--- src/rtl/cnn_layer_accel_weight_sequence_ctrl.sv ---
// cnn_layer_accel_weight_sequence_ctrl
//
// Walks the weight sequence table for a CNN layer.
//
// A run covers num_rows row passes. Each row pass is 2*C_SEQ_LEN table reads.
// The first C_SEQ_LEN reads use sequence_selector=1 and the second C_SEQ_LEN
// reads use sequence_selector=0. gray_code counts row passes in gray order:
// 00, 01, 11, 10.
//
// Handshake: seq_vld is a plain per-cycle qualifier with no ready. When
// seq_vld=1, gray_code, sequence_selector and seq_data_addr form one table
// request in that cycle. wht_addr_vld is seq_vld delayed one cycle, so it
// lines up with the registered table output.
//
// Optional feature: defining CNN_LAYER_ACCEL_WHT_SEQ_STALL_EN makes stall
// freeze the sequence while the FSM is in RUN. If the macro is not defined,
// stall is ignored.
//
// state_dbg exposes the FSM state: 0=IDLE, 1=RUN, 2=DRAIN.
module cnn_layer_accel_weight_sequence_ctrl #(
  parameter int C_SEQ_LEN = 5,
  parameter int C_ROW_W   = 8
) (
  input  logic               clk,
  input  logic               rst,
  input  logic               start,
  input  logic [C_ROW_W-1:0] num_rows,
  input  logic               stall,
  output logic [1:0]         gray_code,
  output logic               sequence_selector,
  output logic [2:0]         seq_data_addr,
  output logic               seq_vld,
  output logic               wht_addr_vld,
  output logic               busy,
  output logic               done,
  output logic [1:0]         state_dbg
);

  typedef enum logic [1:0] {
    S_IDLE  = 2'd0,
    S_RUN   = 2'd1,
    S_DRAIN = 2'd2
  } state_t;

  localparam logic [2:0] ADDR_LAST = 3'(C_SEQ_LEN - 1);

  state_t             state_q, state_d;
  logic [C_ROW_W-1:0] row_cnt_q, row_cnt_d;
  logic [C_ROW_W-1:0] num_rows_q, num_rows_d;
  logic [C_ROW_W-1:0] row_inc;
  logic [2:0]         addr_q, addr_d;
  logic               sel_q, sel_d;
  logic [1:0]         gray_q, gray_d;
  logic               wvld_q;
  logic               stall_eff;

`ifdef CNN_LAYER_ACCEL_WHT_SEQ_STALL_EN
  assign stall_eff = stall;
`else
  // The stall port stays on the module but has no effect in this build.
  assign stall_eff = stall & 1'b0;
`endif

  assign row_inc = row_cnt_q + C_ROW_W'(1);

  // Next-state logic: FSM transitions and counter advance.
  // Counters only move on cycles where seq_vld=1.
  always_comb begin
    state_d    = state_q;
    row_cnt_d  = row_cnt_q;
    num_rows_d = num_rows_q;
    addr_d     = addr_q;
    sel_d      = sel_q;
    gray_d     = gray_q;
    seq_vld    = 1'b0;
    case (state_q)
      S_IDLE: begin
        if (start) begin
          num_rows_d = num_rows;
          row_cnt_d  = '0;
          addr_d     = '0;
          sel_d      = 1'b1;
          gray_d     = 2'b00;
          // A zero-row run skips RUN entirely.
          state_d    = (num_rows != '0) ? S_RUN : S_DRAIN;
        end
      end
      S_RUN: begin
        seq_vld = ~stall_eff;
        if (!stall_eff) begin
          if (addr_q == ADDR_LAST) begin
            addr_d = '0;
            sel_d  = ~sel_q;
            // The second half of a row pass ends here, so the row pass is complete.
            if (!sel_q) begin
              gray_d    = {gray_q[0], ~gray_q[1]};
              row_cnt_d = row_inc;
              if (row_inc == num_rows_q) begin
                state_d = S_DRAIN;
              end
            end
          end else begin
            addr_d = addr_q + 3'd1;
          end
        end
      end
      S_DRAIN: begin
        state_d = S_IDLE;
      end
      default: begin
        state_d = S_IDLE;
      end
    endcase
  end

  // State and counter registers. rst overrides every other input.
  always_ff @(posedge clk) begin
    if (rst) begin
      state_q    <= S_IDLE;
      row_cnt_q  <= '0;
      num_rows_q <= '0;
      addr_q     <= '0;
      sel_q      <= 1'b1;
      gray_q     <= 2'b00;
      wvld_q     <= 1'b0;
    end else begin
      state_q    <= state_d;
      row_cnt_q  <= row_cnt_d;
      num_rows_q <= num_rows_d;
      addr_q     <= addr_d;
      sel_q      <= sel_d;
      gray_q     <= gray_d;
      wvld_q     <= seq_vld;
    end
  end

  assign gray_code         = gray_q;
  assign sequence_selector = sel_q;
  assign seq_data_addr     = addr_q;
  assign wht_addr_vld      = wvld_q;
  assign busy              = (state_q != S_IDLE);
  assign done              = (state_q == S_DRAIN);
  assign state_dbg         = state_q;

endmodule

--- config.mk ---
export PLATFORM = sky130hd
export DESIGN_NAME = cnn_layer_accel_weight_sequence_ctrl
export DESIGN_NICKNAME = d
export VERILOG_FILES = /design/src/rtl/cnn_layer_accel_weight_sequence_ctrl.sv
export SDC_FILE = /design/constraint.sdc
export NUM_CORES = 1
export LEC_CHECK = 0
export BUFFER_PORTS_ARGS = -buffer_cell sky130_fd_sc_hd__buf_2
export CAP_MARGIN = 10
export CORE_UTILIZATION = 58
export CTS_CLUSTER_DIAMETER = 40
export DETAILED_ROUTE_END_ITERATION = 10
export MAX_ROUTING_LAYER = met4
export PLACE_DENSITY = 0.89
export SKIP_CTS_REPAIR_TIMING = 1
export SYNTH_ARGS = -nofsm -noshare
export SYNTH_HDL_FRONTEND = slang
export SYNTH_SLANG_ARGS = --single-unit
export TNS_END_PERCENT = 20
--- constraint.sdc ---
create_clock -name clk -period 3.25 [get_ports clk]
set_clock_uncertainty 0.1 [all_clocks]
set_input_delay 0.4875 -clock clk [delete_from_list [all_inputs] [get_ports clk]]
set_output_delay 0.4875 -clock clk [all_outputs]
set_load 0.005 [all_outputs]
# ---- Word-level counts from Yosys, hierarchy flattened
# Index checks and enable logic that the tools add are counted.
# Widths: inputs -> output; s select.
dict set report classes {
  n_reduce_logical 9
  muxes 21
  n_eq_ne 8
  add_sub_neg 2
  bitwise 2
}
# operator count
set ops {}
lappend ops {{$mux 8} 3}
lappend ops {{$mux 2} 8}
lappend ops {{$pmux 8 s2} 1}
lappend ops {{$add 8x1->8 const B} 1}
lappend ops {{$eq 8x8->1} 1}
lappend ops {{$ne 2x2->1 const B} 4}
lappend ops {{$pmux 2 s2} 2}
lappend ops {{$reduce_and 4->1} 2}
lappend ops {{$reduce_bool 8->1} 1}
lappend ops {{$mux 3} 2}
lappend ops {{$pmux 3 s2} 1}
lappend ops {{$reduce_and 2->1} 2}
lappend ops {{$reduce_bool 2->1} 2}
lappend ops {{$add 3x1->3 const B} 1}
lappend ops {{$eq 3x3->1 const B} 1}
lappend ops {{$mux 1} 3}
lappend ops {{$reduce_and 3->1} 1}
lappend ops {{$eq 2x1->1 const B} 1}
lappend ops {{$eq 2x2->1 const B} 1}
lappend ops {{$logic_not 2->1} 1}
lappend ops {{$not 1->1} 2}
lappend ops {{$pmux 1 s2} 1}
dict set report totals {
  word_cells 49
  register_bits 25
  in_bits 12
  out_inout_bits 12
}

# ---- Longest topological paths before layout
# Gate-level depths: netlist of the first run.
dict set report logic_depth {
  word_depth 6
  ltp_mapped 8
  ltp_nobuf 8
}

# ---- Least setup slack after synthesis of the first run
# No wires, ideal clock.
dict set report synth_path {
  path_type {flip-flop to flip-flop}
  from {register row_cnt_q[1]}
  to {register state_q[0] (netlist: state_dbg[0])}
  setup_time_ns 0.120
  n_path_buf 1
  required_time_ns 3.030
  stages_incl_launch_ff 8
  t_arrival_ns 1.748
  path_slack_ns 1.282
  period_less_slack_ns 1.968
  cell_sequence {dfxtp_1 ha_1 buf_2 and3_4 xnor2_1 a21oi_1 or3_1 o31a_1}
}
dict set report synth_between {
  elab_chain_cells 4
}
# element line
set synth_lines {}
lappend synth_lines {{from (decl)} 48} ;# logic [C_ROW_W-1:0] row_cnt_q, row_cnt_d;
lappend synth_lines {{from (signal assigned)} 128} ;# row_cnt_q <= row_cnt_d;
lappend synth_lines {{$add 8x1->8} 64} ;# assign row_inc = row_cnt_q + C_ROW_W'(1);
lappend synth_lines {{$eq 8x8->1} 98} ;# if (row_inc == num_rows_q) begin
lappend synth_lines {{$ne 2x2->1 (no source line)} --}
lappend synth_lines {{$reduce_and 4->1 (no source line)} --}
lappend synth_lines {{to (signal assigned)} 127} ;# state_q <= state_d;
lappend synth_lines {{to (decl)} 47} ;# state_t state_q, state_d;
# Every way passes these cells.
# A chain may end at the register's enable or synchronous reset.

# ---- Worst setup path after layout of the first run
dict set report layout_path {
  from {register row_cnt_q[0]}
  to {register state_q[0] (netlist: state_dbg[0])}
}
# Same word-level chain as after synthesis.

==> results of run 1 <==
## registers in the layout, indices dropped and copies added (netlist names)
signal,flops
num_rows_q,8
gray_code,2
sequence_selector,1
row_cnt_q,8
wht_addr_vld,1
seq_data_addr,3
state_dbg,2
## cells by family (layout without fill, tap and decap cells)
| kind of cell | Yosys count | count (layout) | share of synthesized area |
|---|---|---|---|
| compound gates | 37 | 37 | 0.161 |
| fa+ha+maj | 3 | 3 | 0.0279 |
| xor+xnor | 9 | 9 | 0.0586 |
| mux | 11 | 11 | 0.0864 |
| simple gates | 61 | 61 | 0.248 |
| flops | 25 | 25 | 0.372 |
| buf+inv | 10 | 30 | 0.0465 |
## placed cells by master (no fill, tap or decap), drive strengths merged, types with 2 or more instances in the layout
cell type / instances
a21oi: 10
a22o: 2
and2: 2
and3: 5
and3b: 2
buf: 23
clkbuf: 4
dfxtp: 25
ha: 3
inv: 3
mux2: 2
mux2i: 9
nand2: 9
nand2b: 3
nand3: 3
nand3b: 2
nor2: 21
nor3: 5
nor4: 4
o21ai: 16
o31ai: 3
xnor2: 6
xor2: 3
## worst min-delay path: stages
cell and delay [ns]:
buf_2 0.09, mux2i_1 0.06, nor2_1 0.07
## per-stage QoR
stage / instance area, sq um / std cells / setup slack, ns
finish: 1470 / 204 / 0.916
global placement: 1450 / 200 / 1.03
global route: 1470 / 204 / 0.765
floorplan: 1350 / 156 / 1.28
CTS: 1470 / 204 / 0.934
detailed placement: 1450 / 200 / 0.961
## final cells by class
class | instances | area, sq um
clock buffers | 4 | 26.3
fillers | 176 | 717
inverters | 3 | 11.3
multi-input cells | 121 | 783
flip-flops and latches | 25 | 500
well taps | 28 | 35.0
repair buffers | 23 | 118
## synth_stat cells, drive strengths merged, types with 2 or more instances
cell type,number
and3b,2
a22o,2
nand3b,2
o21ai,16
and3,5
nand3,3
mux2,2
ha,3
nor4,4
buf,6
a21oi,10
and2,2
dfxtp,25
mux2i,9
nand2b,3
nor3,5
inv,3
nand2,9
xor2,3
o31ai,3
nor2,21
xnor2,6
## routing by layer
metal  up-vias  track usage  wire [um]
met5         -            -          0
met4         0        0.143         76
met3         9       0.0424        132
met2        36        0.396       1370
met1       572        0.325       1220
li1        599            -          -
## power by group
group / total (mW) / switching (mW) / internal (mW)
Clock: 0.142 / 0.0941 / 0.0481
Sequential: 0.326 / 0.00982 / 0.316
Combinational: 0.0629 / 0.0339 / 0.0290
Total: 0.531 / 0.138 / 0.394
## path summary, 6_finish.rpt
check / from / endpoint / slack (ns) / cells after the start
worst max-delay path: row_cnt_q[0]$_SDFFE_PP0P_ / state_dbg[0]$_SDFFE_PP0P_ / 0.92 / 6
worst min-delay path: num_rows[5] / num_rows_q[5]$_SDFFE_PP0P_ / 0.30 / 3
worst max register to register: row_cnt_q[0]$_SDFFE_PP0P_ / state_dbg[0]$_SDFFE_PP0P_ / 0.92 / 6
worst min register to register: gray_code[0]$_SDFFE_PP0P_ / gray_code[0]$_SDFFE_PP0P_ / 0.40 / 2
==> results.yml, run 1 <==
clock_tree:
  cts_max_path_buffers: 2
  cts.sinks: 25
  cts_tree: "yes"
  clk_latency_ns: 0.32
  root_buffer: "clkbuf_4"
  clkTransAtPathRegs_ns: 0.13
  htree_num_levels: 1
  cts_buffers: 3
route:
  firstDrtPassIters: 4
  drtIter0Drc: 28
  ant_nets: 0
  via_count: 1216
  vias_per_cell: 5.96
  routedWlPerCell_um: 13.8
  drc_errors: 0
  drt-total-wl_mm: 2.81
grt:
  grt_start_max_net_pins: 18
  grt_pass1_wl_mm: 4.72
  antenna_found_initial: 0
  grt-ovfl-total: 0
  grt_pass1_vias: 1056
  grt.total_usage: 0.259
logic_synthesis:
  synth-seq-area-share: 0.372
  synth_enable_flop_cells: 0
  ys.flop_type: "dfxtp_1"
  syn_nets: 171
  synth_area_leader_cell: "dfxtp_1"
  synth_top_area_share: 0.372
  netlist_area_sq_um: 1350
  avgSynthCellArea_sq_um: 8.63
  synth_cell_type_count: 43
  yosys-top-cells-area: "dfxtp_1 (37%), mux2i_1 (6.7%), o21ai_0 (5.9%)"
  yosys_warnings: 0
  synthCells: 156
  ys_async_sr_fraction: 0
  ys_ff_latch: 25
final_layout:
  finalNetCount: 192
  n_antenna_cell: 0
  area_growth_pct: 9.48
  final_util: 0.673
  drive_gt1_frac: 0.199
timing:
  slew_violations: 0
  max_slew.worst_pin.slew_ns: 0.649
  finalHoldViolations: 0
  finalCriticalPeriod_ns: 2.33
  max_freq_mhz: 428
  whs_ns: 0.303
  slew_headroom: 0.566
  setup_tns_ns: 0
  period_share: 0.718
  rsz0062_at_grt: "no"
  setup_viol: 0
worst_setup_path:
  critPathMaxFanout: 10
  worstSetupEndpointType: "register"
  crit_buf_inv: 0
  setup.worst_path.class: "register to register"
  start_kind: "register"
  slowest_stage: "dfxtp_1"
  cp_slowest_stage_delay_ns: 0.57
  cp.required_ns: 3.38
  path_delay_family: "compound AO/OA/AOI/OAI gates"
  arrival_ns: 2.46
  worstPathCellList: "ha_1 > nand4b_1 > a211oi_1 > o21ai_0 > or3_1 > o31a_1"
power:
  power_density_nw_per_um2: 360
  peakVddDrop_mv: 0.298
  p_leak_nw: 0.605
  p_total_mw: 0.531
floorplanning:
  rows: 17
  design.die.area_sq_um: 2520
  core_area_sq_um: 2190
  die-height_um: 50.2
  num_io_pins: 24
  die_x_um: 50.2
  initial_core_util: 0.615
outcome:
  status: "finished, final reports clean"
placement:
  dpl.hpwl_mm: 2.12
  place_congestion: 0.813
  io_buffers: 22
run:
  drv_cap: 0
worst_hold_path:
  hold_path_class: "primary input to register"
No activity file was read; power rests on OpenSTA's default activity.
==> run 2: changes to the inputs <==
Settings changed: ABC_AREA set to 1, CORE_UTILIZATION 58 to 54, PLACE_DENSITY 0.89 to 0.85.
Clock period 3.25 ns to 2.4 ns, I/O delays scaled along.
==> run 2 against run 1 <==
  * Sequential share of layout area up 0.29 points
  * Critical path depth up 4
  * Largest power group unchanged
  * Via count is 7.6% higher
  * Total power rose by 48%
  * Highest routed layer unchanged
  * Utilization is 1.8 points lower
==> results.yml, run 2 <==
outcome:
  status: "finished, final reports clean"
route:
  drc_errors: 0
  firstDrtPassIters: 4
  vias_per_cell: 5.45
  routedWlPerCell_um: 12.2
  drtIter0Drc: 37
  via_count: 1308
  drt-total-wl_mm: 2.94
  ant_nets: 0
final_layout:
  mostFrequentLayoutCells: "nand2_1 (38), inv_1 (26), dfxtp_1 (25)"
  final_common_cell: "nand2_1"
  drive_gt1_frac: 0.179
  area_growth_pct: 13.2
  n_antenna_cell: 0
  finalNetCount: 228
worst_setup_path:
  crit_buf_inv: 0
  cp.required_ns: 2.54
  path_delay_family: "simple AND/OR/NAND/NOR gates"
  cp_slowest_stage_delay_ns: 0.48
  r2r-end: "state_dbg[0]$_SDFFE_PP0P_"
  rrSetupSlack_ns: 0.58
  arrival_ns: 1.95
  rr_startpoint: "row_cnt_q[0]$_SDFFE_PP0P_"
  start_kind: "register"
  slowest_stage: "dfxtp_1"
  worstSetupEndpointType: "register"
  critPathMaxFanout: 6
  crit_path_start: "row_cnt_q[0]$_SDFFE_PP0P_"
  r2r_cells: 10
  setup.worst_path.class: "register to register"
  worstPathCellList: "ha_1 > nand2_1 > nor2_1 > nand2_1 > nand3_1 > nand3_1 > nor2_1 > nand3_1 > nand2_1 > a21oi_2"
worst_hold_path:
  hold_end: "wht_addr_vld$_SDFF_PP0_"
  hold_depth: 2
  hold_path_class: "primary input to register"
  hold_start: "rst"
logic_synthesis:
  synth_enable_flop_cells: 0
  synth-seq-area-share: 0.388
  synth_mux_area_frac: 0
  synth_area_leader_cell: "dfxtp_1"
  ys_ff_latch: 25
  synthAdderAreaFrac: 0.0291
  syn_nets: 202
  avgSynthCellArea_sq_um: 6.91
  yosys_warnings: 0
  synthTopCellsByCount: "nand2_1 (38), inv_1 (26), dfxtp_1 (25), nand3_1 (20), nor2_1 (20)"
  synthCells: 187
  synth.most_common_cell: "nand2_1"
  ys.flop_type: "dfxtp_1"
  synth_top_family_by_area: "simple AND/OR/NAND/NOR gates"
  ys_async_sr_fraction: 0
  synthSimpleGateAreaFrac: 0.310
  synth_compound_area_frac: 0.172
  netlist_area_sq_um: 1290
  yosys-top-cells-area: "dfxtp_1 (39%), nand2_1 (11%), nand3_1 (7.8%)"
  synth_top_area_share: 0.388
  synth-xor-area-share: 0.00678
  synth_cell_type_count: 29
floorplanning:
  num_io_pins: 24
  design.die.area_sq_um: 2590
  die_x_um: 50.9
  core_area_sq_um: 2230
  rows: 17
  initial_core_util: 0.578
  die-height_um: 50.9
grt:
  grt.total_usage: 0.267
  grt_pass1_wl_mm: 5.11
  grt-ovfl-total: 0
  antenna_found_initial: 0
  grt_pass1_vias: 1195
  grt_start_max_net_pins: 19
power:
  pwr-share-clk: 0.245
  power_density_nw_per_um2: 537
  power.switching_mw: 0.230
  peakVddDrop_mv: 0.406
  comb_power_share: 0.174
  p_leak_nw: 0.660
  p_seq_frac: 0.581
  p_total_mw: 0.785
  switching_share: 0.292
  p_int_mw: 0.556
clock_tree:
  cts.sinks: 25
  htree_num_levels: 1
  cts_max_path_buffers: 2
  cts_tree: "yes"
  clk_latency_ns: 0.32
  root_buffer: "clkbuf_4"
  cts_buffers: 3
  clkTransAtPathRegs_ns: 0.14
timing:
  period_share: 0.758
  setup_tns_ns: 0
  finalCriticalPeriod_ns: 1.82
  rsz0062_at_grt: "no"
  finalHoldViolations: 0
  slew_violations: 0
  slew_headroom: 0.678
  setup_viol: 0
  max_slew.worst_pin.slew_ns: 0.480
  max_freq_mhz: 550
placement:
  io_buffers: 22
  place_congestion: 0.868
  dpl.hpwl_mm: 2.27
run:
  drv_cap: 0
[run 2: layer usage]
metal | global-route usage | vias up | routed length [um]
met4 | 0.106 | 0 | 44
met1 | 0.338 | 604 | 1330
met2 | 0.441 | 39 | 1450
li1 | - | 660 | -
met5 | - | - | 0
met3 | 0.0179 | 5 | 114
[run 2: through the flow]
| step | worst slack, ns | area, sq um | instances | hold slack, ns | util |
|---|---|---|---|---|---|
| after global placement | 0.703 | 1440 | 236 | 0.354 | 0.643 |
| after floorplan | 0.896 | 1290 | 187 | 0.343 | - |
| after CTS | 0.602 | 1460 | 240 | 0.125 | 0.654 |
| after global routing | 0.421 | 1460 | 240 | 0.132 | 0.654 |
| final | 0.582 | 1460 | 240 | 0.135 | 0.654 |
| after detailed placement | 0.617 | 1440 | 236 | 0.377 | 0.643 |
[run 2: cells by family (layout without fill, tap and decap cells)]
kind of cell | count (synthesis) | after routing
buffers and inverters | 32 | 57
adders and majority gates | 3 | 3
DFF | 25 | 25
AOI/OAI and AO/OA | 37 | 37
xor gates and xnor gates | 1 | 1
and+or+nand+nor | 89 | 89
[run 2: final cells by class]
type	count	area, sq um
flip-flops and latches	25	500
fillers	190	772
inverters	30	113
multi-input cells	130	669
clock buffers	4	26.3
repair buffers	23	118
well taps	28	35.0
[run 2: how the worst max path moves through the flow]
stage / to / slack, ns / cells past startpoint
final: state_dbg[0]$_SDFFE_PP0P_ / 0.58 / 10
after global placement: state_dbg[0]$_SDFFE_PP0P_ / 0.70 / 10
after floorplan: state_dbg[0]$_SDFFE_PP0P_ / 0.90 / 10
after detailed placement: state_dbg[0]$_SDFFE_PP0P_ / 0.62 / 10
after CTS: state_dbg[0]$_SDFFE_PP0P_ / 0.60 / 10
after global routing: state_dbg[0]$_SDFFE_PP0P_ / 0.42 / 10
[run 2: power groups by stage]
stage          registers, mW  logic [mW]  clock network, mW
2_1_floorplan          0.460      0.0904                  0
3_3_place_gp           0.463       0.129                  0
3_5_place_dp           0.464       0.136                  0
4_1_cts                0.455       0.137              0.192
5_1_grt                0.458       0.156              0.210
6_report               0.456       0.137              0.192
[run 2: worst register-to-register path: cells and delay by family (launching register included)]
| kind | cells | cell delay (ns) |
|---|---|---|
| simple gates | 8 | 0.85 |
| fa+ha+maj | 1 | 0.26 |
| flops | 1 | 0.48 |
| compound gates | 1 | 0.05 |
